$ cat src/rtl/return_address_stack_if.sv
// Return-address stack request/status bundle between the jump controller and the stack.
interface return_address_stack_if #(
  parameter int ADDR_W = 12,
  parameter int CNT_W  = 4
);
  logic              push_stack;
  logic              pop_stack;
  logic [ADDR_W-1:0] push_addr;
  logic              err_clr;
  logic [ADDR_W-1:0] top_addr;
  logic              empty;
  logic              full;
  logic [CNT_W-1:0]  count;
  logic              overflow_err;
  logic              underflow_err;

  modport master (
    output push_stack, pop_stack, push_addr, err_clr,
    input  top_addr, empty, full, count, overflow_err, underflow_err
  );

  modport slave (
    input  push_stack, pop_stack, push_addr, err_clr,
    output top_addr, empty, full, count, overflow_err, underflow_err
  );
endinterface

$ cat src/rtl/return_address_stack.sv
// Circular-buffer return-address stack with a zero-latency top_addr for same-cycle RET.
// RAS_WRAP_EN: push while full overwrites the oldest entry instead of being dropped.
module return_address_stack #(
  parameter int DEPTH  = 8,
  parameter int ADDR_W = 12,
  parameter int CNT_W  = $clog2(DEPTH + 1)
) (
  input  logic                   clk,
  input  logic                   rst_n,
  return_address_stack_if.slave  ras
);
  localparam int PTR_W = $clog2(DEPTH);

  logic [ADDR_W-1:0] mem_q [DEPTH];
  logic [PTR_W-1:0]  top_q, top_d, top_m1, wr_idx;
  logic [CNT_W-1:0]  count_q, count_d;
  logic              ovf_q, ovf_d, unf_q, unf_d;
  logic              ovf_set, unf_set, wr_en;
  logic              empty, full;
`ifdef RAS_WRAP_EN
  logic [PTR_W-1:0]  base_q, base_d;
`endif

  assign empty  = (count_q == '0);
  assign full   = (count_q == CNT_W'(DEPTH));
  assign top_m1 = top_q - PTR_W'(1);

  always_comb begin
    top_d   = top_q;
    count_d = count_q;
    wr_en   = 1'b0;
    wr_idx  = top_q;
    ovf_set = 1'b0;
    unf_set = ras.pop_stack & empty;
`ifdef RAS_WRAP_EN
    base_d  = base_q;
`endif
    if (ras.push_stack && ras.pop_stack && !empty) begin
      // call-and-return in one cycle replaces the top entry in place
      wr_en  = 1'b1;
      wr_idx = top_m1;
    end else if (ras.push_stack) begin
      if (!full) begin
        wr_en   = 1'b1;
        top_d   = top_q + PTR_W'(1);
        count_d = count_q + CNT_W'(1);
      end else begin
`ifdef RAS_WRAP_EN
        // full means top and base coincide: the oldest slot takes the new address
        wr_en  = 1'b1;
        wr_idx = base_q;
        top_d  = top_q + PTR_W'(1);
        base_d = base_q + PTR_W'(1);
`else
        ovf_set = 1'b1;
`endif
      end
    end else if (ras.pop_stack && !empty) begin
      top_d   = top_m1;
      count_d = count_q - CNT_W'(1);
    end
    ovf_d = ovf_set | (ovf_q & ~ras.err_clr);
    unf_d = unf_set | (unf_q & ~ras.err_clr);
  end

  always_ff @(posedge clk or negedge rst_n) begin
    if (!rst_n) begin
      top_q   <= '0;
      count_q <= '0;
      ovf_q   <= 1'b0;
      unf_q   <= 1'b0;
`ifdef RAS_WRAP_EN
      base_q  <= '0;
`endif
    end else begin
      top_q   <= top_d;
      count_q <= count_d;
      ovf_q   <= ovf_d;
      unf_q   <= unf_d;
`ifdef RAS_WRAP_EN
      base_q  <= base_d;
`endif
    end
  end

  always_ff @(posedge clk) begin
    if (wr_en) mem_q[wr_idx] <= ras.push_addr;
  end

  assign ras.top_addr      = empty ? '0 : mem_q[top_m1];
  assign ras.empty         = empty;
  assign ras.full          = full;
  assign ras.count         = count_q;
  assign ras.overflow_err  = ovf_q;
  assign ras.underflow_err = unf_q;
endmodule
$ cat src/flat_wrapper.sv
// flat-port wrapper written by rule: the top's interface ports become plain ports
module return_address_stack_flat 
#(
  parameter int DEPTH  = 8,
  parameter int ADDR_W = 12,
  parameter int CNT_W  = $clog2(DEPTH + 1)
)
  (clk, rst_n, ras_push_stack, ras_pop_stack, ras_push_addr, ras_err_clr, ras_top_addr, ras_empty, ras_full, ras_count, ras_overflow_err, ras_underflow_err);
  return_address_stack_if #(.ADDR_W(ADDR_W), .CNT_W(CNT_W)) ras_i ();
  input  logic clk;
  input  logic rst_n;
  input wire logic [$bits(ras_i.push_stack)-1:0] ras_push_stack;
  input wire logic [$bits(ras_i.pop_stack)-1:0] ras_pop_stack;
  input wire logic [$bits(ras_i.push_addr)-1:0] ras_push_addr;
  input wire logic [$bits(ras_i.err_clr)-1:0] ras_err_clr;
  output wire logic [$bits(ras_i.top_addr)-1:0] ras_top_addr;
  output wire logic [$bits(ras_i.empty)-1:0] ras_empty;
  output wire logic [$bits(ras_i.full)-1:0] ras_full;
  output wire logic [$bits(ras_i.count)-1:0] ras_count;
  output wire logic [$bits(ras_i.overflow_err)-1:0] ras_overflow_err;
  output wire logic [$bits(ras_i.underflow_err)-1:0] ras_underflow_err;
  assign ras_i.push_stack = ras_push_stack;
  assign ras_i.pop_stack = ras_pop_stack;
  assign ras_i.push_addr = ras_push_addr;
  assign ras_i.err_clr = ras_err_clr;
  assign ras_top_addr = ras_i.top_addr;
  assign ras_empty = ras_i.empty;
  assign ras_full = ras_i.full;
  assign ras_count = ras_i.count;
  assign ras_overflow_err = ras_i.overflow_err;
  assign ras_underflow_err = ras_i.underflow_err;
  return_address_stack #(.DEPTH(DEPTH), .ADDR_W(ADDR_W), .CNT_W(CNT_W)) u_core (.clk(clk), .rst_n(rst_n), .ras(ras_i));
endmodule
$ cat config.mk
export PLATFORM = sky130hd
export DESIGN_NAME = return_address_stack_flat
export DESIGN_NICKNAME = d
export VERILOG_FILES = /design/src/rtl/return_address_stack_if.sv /design/src/rtl/return_address_stack.sv /design/src/flat_wrapper.sv
export SDC_FILE = /design/constraint.sdc
export NUM_CORES = 1
export LEC_CHECK = 0
export CAP_MARGIN = 10
export CORE_MARGIN = 2
export CORE_UTILIZATION = 50
export DETAILED_ROUTE_END_ITERATION = 10
export DONT_BUFFER_PORTS = 1
export GPL_ROUTABILITY_DRIVEN = 0
export SLEW_MARGIN = 40
export SYNTH_ARGS = -nofsm -noshare
export SYNTH_HDL_FRONTEND = slang
export SYNTH_SLANG_ARGS = --single-unit
$ cat constraint.sdc
create_clock -name clk -period 4.2 [get_ports clk]
set_clock_uncertainty 0.15 [all_clocks]
set_input_delay 0.84 -clock clk [delete_from_list [all_inputs] [get_ports clk]]
set_output_delay 0.84 -clock clk [all_outputs]
set_load 0.01 [all_outputs]
After elaboration in Yosys (flattened, before gate mapping)
Memories as Yosys holds them, arrays and structs flattened. Index checks and enable logic that the tools add are counted. Widths: inputs -> output; s select.

$add $sub $neg: 4. Multipliers: 0. Divide/modulo/power cells: 0. $lt $le $gt $ge: 0. Equal/unequal tests: 2. Shifts and indexed selects: 0. Multiplexer cells: 16. Bitwise operators: 7. Reduce and logical (&&, ||, !) cells: 7.

Operators with widths (count): $mux 12 (1); $mux 3 (4); $mux 4 (3); $mux 1 (8); $add 4x1->4 const B (1); $eq 4x4->1 const B (1); $logic_not 4->1 (1); $sub 4x1->4 const B (1); $add 3x1->3 const B (1); $and 1x1->1 (3); $logic_and 1x1->1 (3); $reduce_and 3->1 (1); $sub 3x1->3 const B (1); $ne 2x2->1 const B (1); $not 1->1 (2); $or 1x1->1 (2); $reduce_bool 2->1 (1); $logic_not 1->1 (1).

Flip-flop bits (word level): 9. Latch bits: 0. Memory bits (writable): 96. Memory bits (read-only): 0. Bits of input ports: 17. Logic and storage cells: 41. Memories: 1.

Memories: u_core.mem_q (depth 8, width 12, read ports 1, clocked after Yosys merged registers in 0, write ports 1, line return_address_stack.sv:14) `logic [ADDR_W-1:0] mem_q [DEPTH];`.

Longest topological paths before layout
Word-level depth: 6. Mapped depth: 9. Depth with buffers taken out: 6.

Worst setup path before layout
OpenSTA, ideal clock, no wires.

Kind: reg-to-output. Start point: reg u_core.top_q[0]. End point: out ras_top_addr[4]. Arrival time: 2.244 ns. Required time: 3.210 ns. Path slack: 0.966 ns. Stages on the path, launching flop included: 10. Path buffers: 4. Cells stage by stage: dfrtp_1 -> buf_4 -> buf_2 -> inv_1 -> ha_1 -> buf_2 -> clkbuf_1 -> mux4_2 -> nand2_1 -> a21oi_1.

Cells in the longest elaborated chain, start to end: 3.

RTL lines: start, declared (line return_address_stack.sv:15) `logic [PTR_W-1:0] top_q, top_d, top_m1, wr_idx;`; start signal, assigned (line return_address_stack.sv:76) `top_q <= top_d;`; $sub 3x1->3 (line return_address_stack.sv:26) `assign top_m1 = top_q - PTR_W'(1);`; $mem_v2 8x12; $mux 12 (line return_address_stack.sv:90) `assign ras.top_addr = empty ? '0 : mem_q[top_m1];`; end, declared (line flat_wrapper.sv:16) `output wire logic [$bits(ras_i.top_addr)-1:0] ras_top_addr;`.

No other way between the ends.

Final worst setup path
Start point: reg u_core.top_q[1]. End point: out ras_top_addr[0].

The elaborated chain is that of the path after synthesis.

==> impl_metrics.tcl <==
set metrics [dict create \
    status "complete, no violations" \
    tritoncts "yes" \
    rr_worst_depth 6 \
    grt_overflow 0 \
    dr_wl_met3_um 534 \
    area_growth_syn_to_layout_pct 8.06 \
    netlist.area_leader.share_pct 65.6 \
    drtIter0Drc 161 \
    yosys_warnings 0 \
    drc 0 \
    worst_hold_path.num_cells 1 \
    routed-wl-met2_mm 3.93 \
    synthFlopType "edfxtp_1" \
    ioPinCount 37 \
    drive_gt1_share_pct 21.6 \
    antenna_cells 0 \
    die_x_um 97.7 \
    syn_area_um2 4390 \
    finalSetupTns_ns 0 \
    cts_resized 0 \
    fillers 685 \
    setup_viol 0 \
    avgSynthCellArea_um2 17.4 \
    slew_headroom_pct 47.7 \
    clock_path_buffers 2 \
    crit_chain "inv_1 > ha_1 > xor2_1 > buf_4 > nand2_1 > a21oi_1" \
    fp.coreArea_um2 8640 \
    grt_max_degree 29 \
    maxUsedRoutingLayer "met4" \
    hp-class "in -> reg" \
    postLayoutCellArea_um2 4750 \
    synth_seq_area_share_pct 70.7 \
    fmaxAchievable_mhz 290 \
    crit_arrival_ns 2.45 \
    via_count 2160 \
    p_per_area_nw_per_um2 731 \
    root_buffer "clkbuf_8" \
    finalCritPeriodShare_pct 82.0 \
    critPathRequiredTime_ns 3.21 \
    grt_pass1_wl_mm 13.5 \
    setup_ws_ns 0.755 \
    placed_cells 359 \
    fin_nets 286 \
    slowest_delay_ns 0.61 \
    rsz0062_at_grt "false" \
    final_common_cell "edfxtp_1" \
    drt-total-wl_mm 8.37 \
    grt_pass1_vias 2320 \
    worst_pin_slew_ns 0.779 \
    timing.hold.ws_ns 0.417 \
    die-area_um2 9550 \
    synth_cell_types 39 \
    rows 34 \
    clk_pin_slew_ns 0.10 \
    drv_cap 0 \
    cp_num_cells 6 \
    firstDrtPassIters 5 \
    cp_top_family "XOR/XNOR gates" \
    clk_latency_ns 0.35 \
    start_util_pct 50.9 \
    finalHoldViolations 0 \
    synth_edf_count 96 \
    irDropWorstVdd_uv 277 \
    p_total_mw 3.47 \
    io_buffers 0 \
    yosys.area.top_type "edfxtp_1" \
    grt_use_total_pct 19.0 \
    p_leak_nw 1.59 \
    h-tree-depth 3 \
    die_h_um 97.7 \
    synth-seq-cells 105 \
    cts_made_buffers 9 \
    path_max_fanout 8 \
    synthTopCellsByArea "edfxtp_1 66%, mux4_2 12%, dfrtp_1 5.1%, nand2_1 2.5%, a21oi_1 1.7%" \
    fin_crit_ns 3.44 \
    start_kind "flip-flop" \
    worstSetupPathType "reg -> out" \
    antenna_found_initial 0 \
    maxSlewViolCount 0 \
    antenna_left 0 \
    layout_common_cells "96 x edfxtp_1, 29 x nand2_1, 24 x mux4_2" \
    crit_buf_inv 2 \
    dp_hpwl_mm 5.37 \
    m1WireLength_mm 3.83 \
    dpl-instance-area_um2 4550 \
    slowest_stage "xor2_1" \
    place_ws_ns 1.10 \
    wl_per_cell_um 22.3 \
    async_flop_share_pct 8.57 \
    syn-num-nets 274 \
    stdcell_count 376 \
    syn_inst 252 \
    finish.utilization_pct 55.0 \
    avgViaCountPerCell 5.74 \
    clock_sinks 105 \
    end_kind "primary output" \
]
==> path summary, 6_finish.rpt <==
check / startpoint / endpoint / slack, ns
max: u_core.top_q[1]$_DFFE_PN0P_ / ras_top_addr[0] / 0.76
min: ras_err_clr / u_core.ras.overflow_err$_DFF_PN0_ / 0.42
max reg2reg: u_core.ras.count[1]$_DFFE_PN0P_ / u_core.mem_q[4][6]$_DFFE_PP_ / 1.14
min reg2reg: u_core.ras.underflow_err$_DFF_PN0_ / u_core.ras.underflow_err$_DFF_PN0_ / 0.43
max in group asynchronous: rst_n / u_core.top_q[0]$_DFFE_PN0P_ / 3.03
min in group asynchronous: rst_n / u_core.ras.count[2]$_DFFE_PN0P_ / 0.60
==> worst register-to-register path: cells and delay by family, from the launching register on <==
kind | cells | cell delay [ns]
simple gates | 2 | 1.18
buf+inv | 2 | 0.64
flops | 1 | 0.52
compound gates | 2 | 0.29
==> cells in the mapped netlist (all sizes together), types with 2 or more instances <==
| cell | n |
|---|---|
| nor2 | 11 |
| and4 | 2 |
| a31oi | 2 |
| o22ai | 2 |
| inv | 7 |
| clkbuf | 6 |
| and2 | 3 |
| buf | 8 |
| edfxtp | 96 |
| nor4 | 2 |
| xor2 | 4 |
| dfrtp | 9 |
| mux2 | 2 |
| a211oi | 3 |
| ha | 4 |
| a21oi | 15 |
| nand3 | 2 |
| nand2 | 29 |
| o21ai | 5 |
| xnor2 | 4 |
| mux4 | 24 |
| mux2i | 3 |
==> cell type report <==
cell class              count  area, µm²  share of cell area, %
clock buffers               9        124                   2.61
repair buffers             15        118                   2.48
well taps                 108        135                   2.85
flip-flops and latches    105       3110                   65.5
clock inverters             6       50.0                   1.05
multi-input cells         126       1180                   25.0
inverters                   7       26.3                  0.554
==> metal layers <==
metal / vias up / track usage, %
li1: 1008 / -
met5: - / 0
met2: 71 / 28.6
met1: 1075 / 27.7
met4: 0 / 5.24
met3: 6 / 5.65
==> power by group <==
group | leakage (nW) | internal [mW] | switching (mW)
Clock | 0.0900 | 0.222 | 0.338
Combinational | 0.521 | 0.596 | 0.869
Sequential | 0.980 | 1.33 | 0.109
Total | 1.59 | 2.15 | 1.32
==> registers in the layout, indices dropped and copies added, names as in the netlist <==
| signal | count |
|---|---|
| u_core.ras.underflow_err | 1 |
| u_core.mem_q | 96 |
| u_core.ras.count | 4 |
| u_core.ras.overflow_err | 1 |
| u_core.top_q | 3 |
==> what timing repair did <==
item                                   in CTS  in global routing
buffers inserted                            0                  0
endpoints found under the hold margin       6                  3
setup endpoints to repair                   0                  0
hold buffers                                1                  1
==> logic make-up after synthesis <==
kind of cell             Yosys count  share of synthesized area (%)
AND/OR/NAND/NOR                   53                           5.73
multiplexers                      29                           13.6
flip-flops                       105                           70.7
AO/OA/AOI/OAI                     31                           4.47
adder cells (fa/ha/maj)            5                           1.60
buffers and inverters             21                           2.28
XOR/XNOR                           8                           1.59
Power figures use the tool's default switching activity.
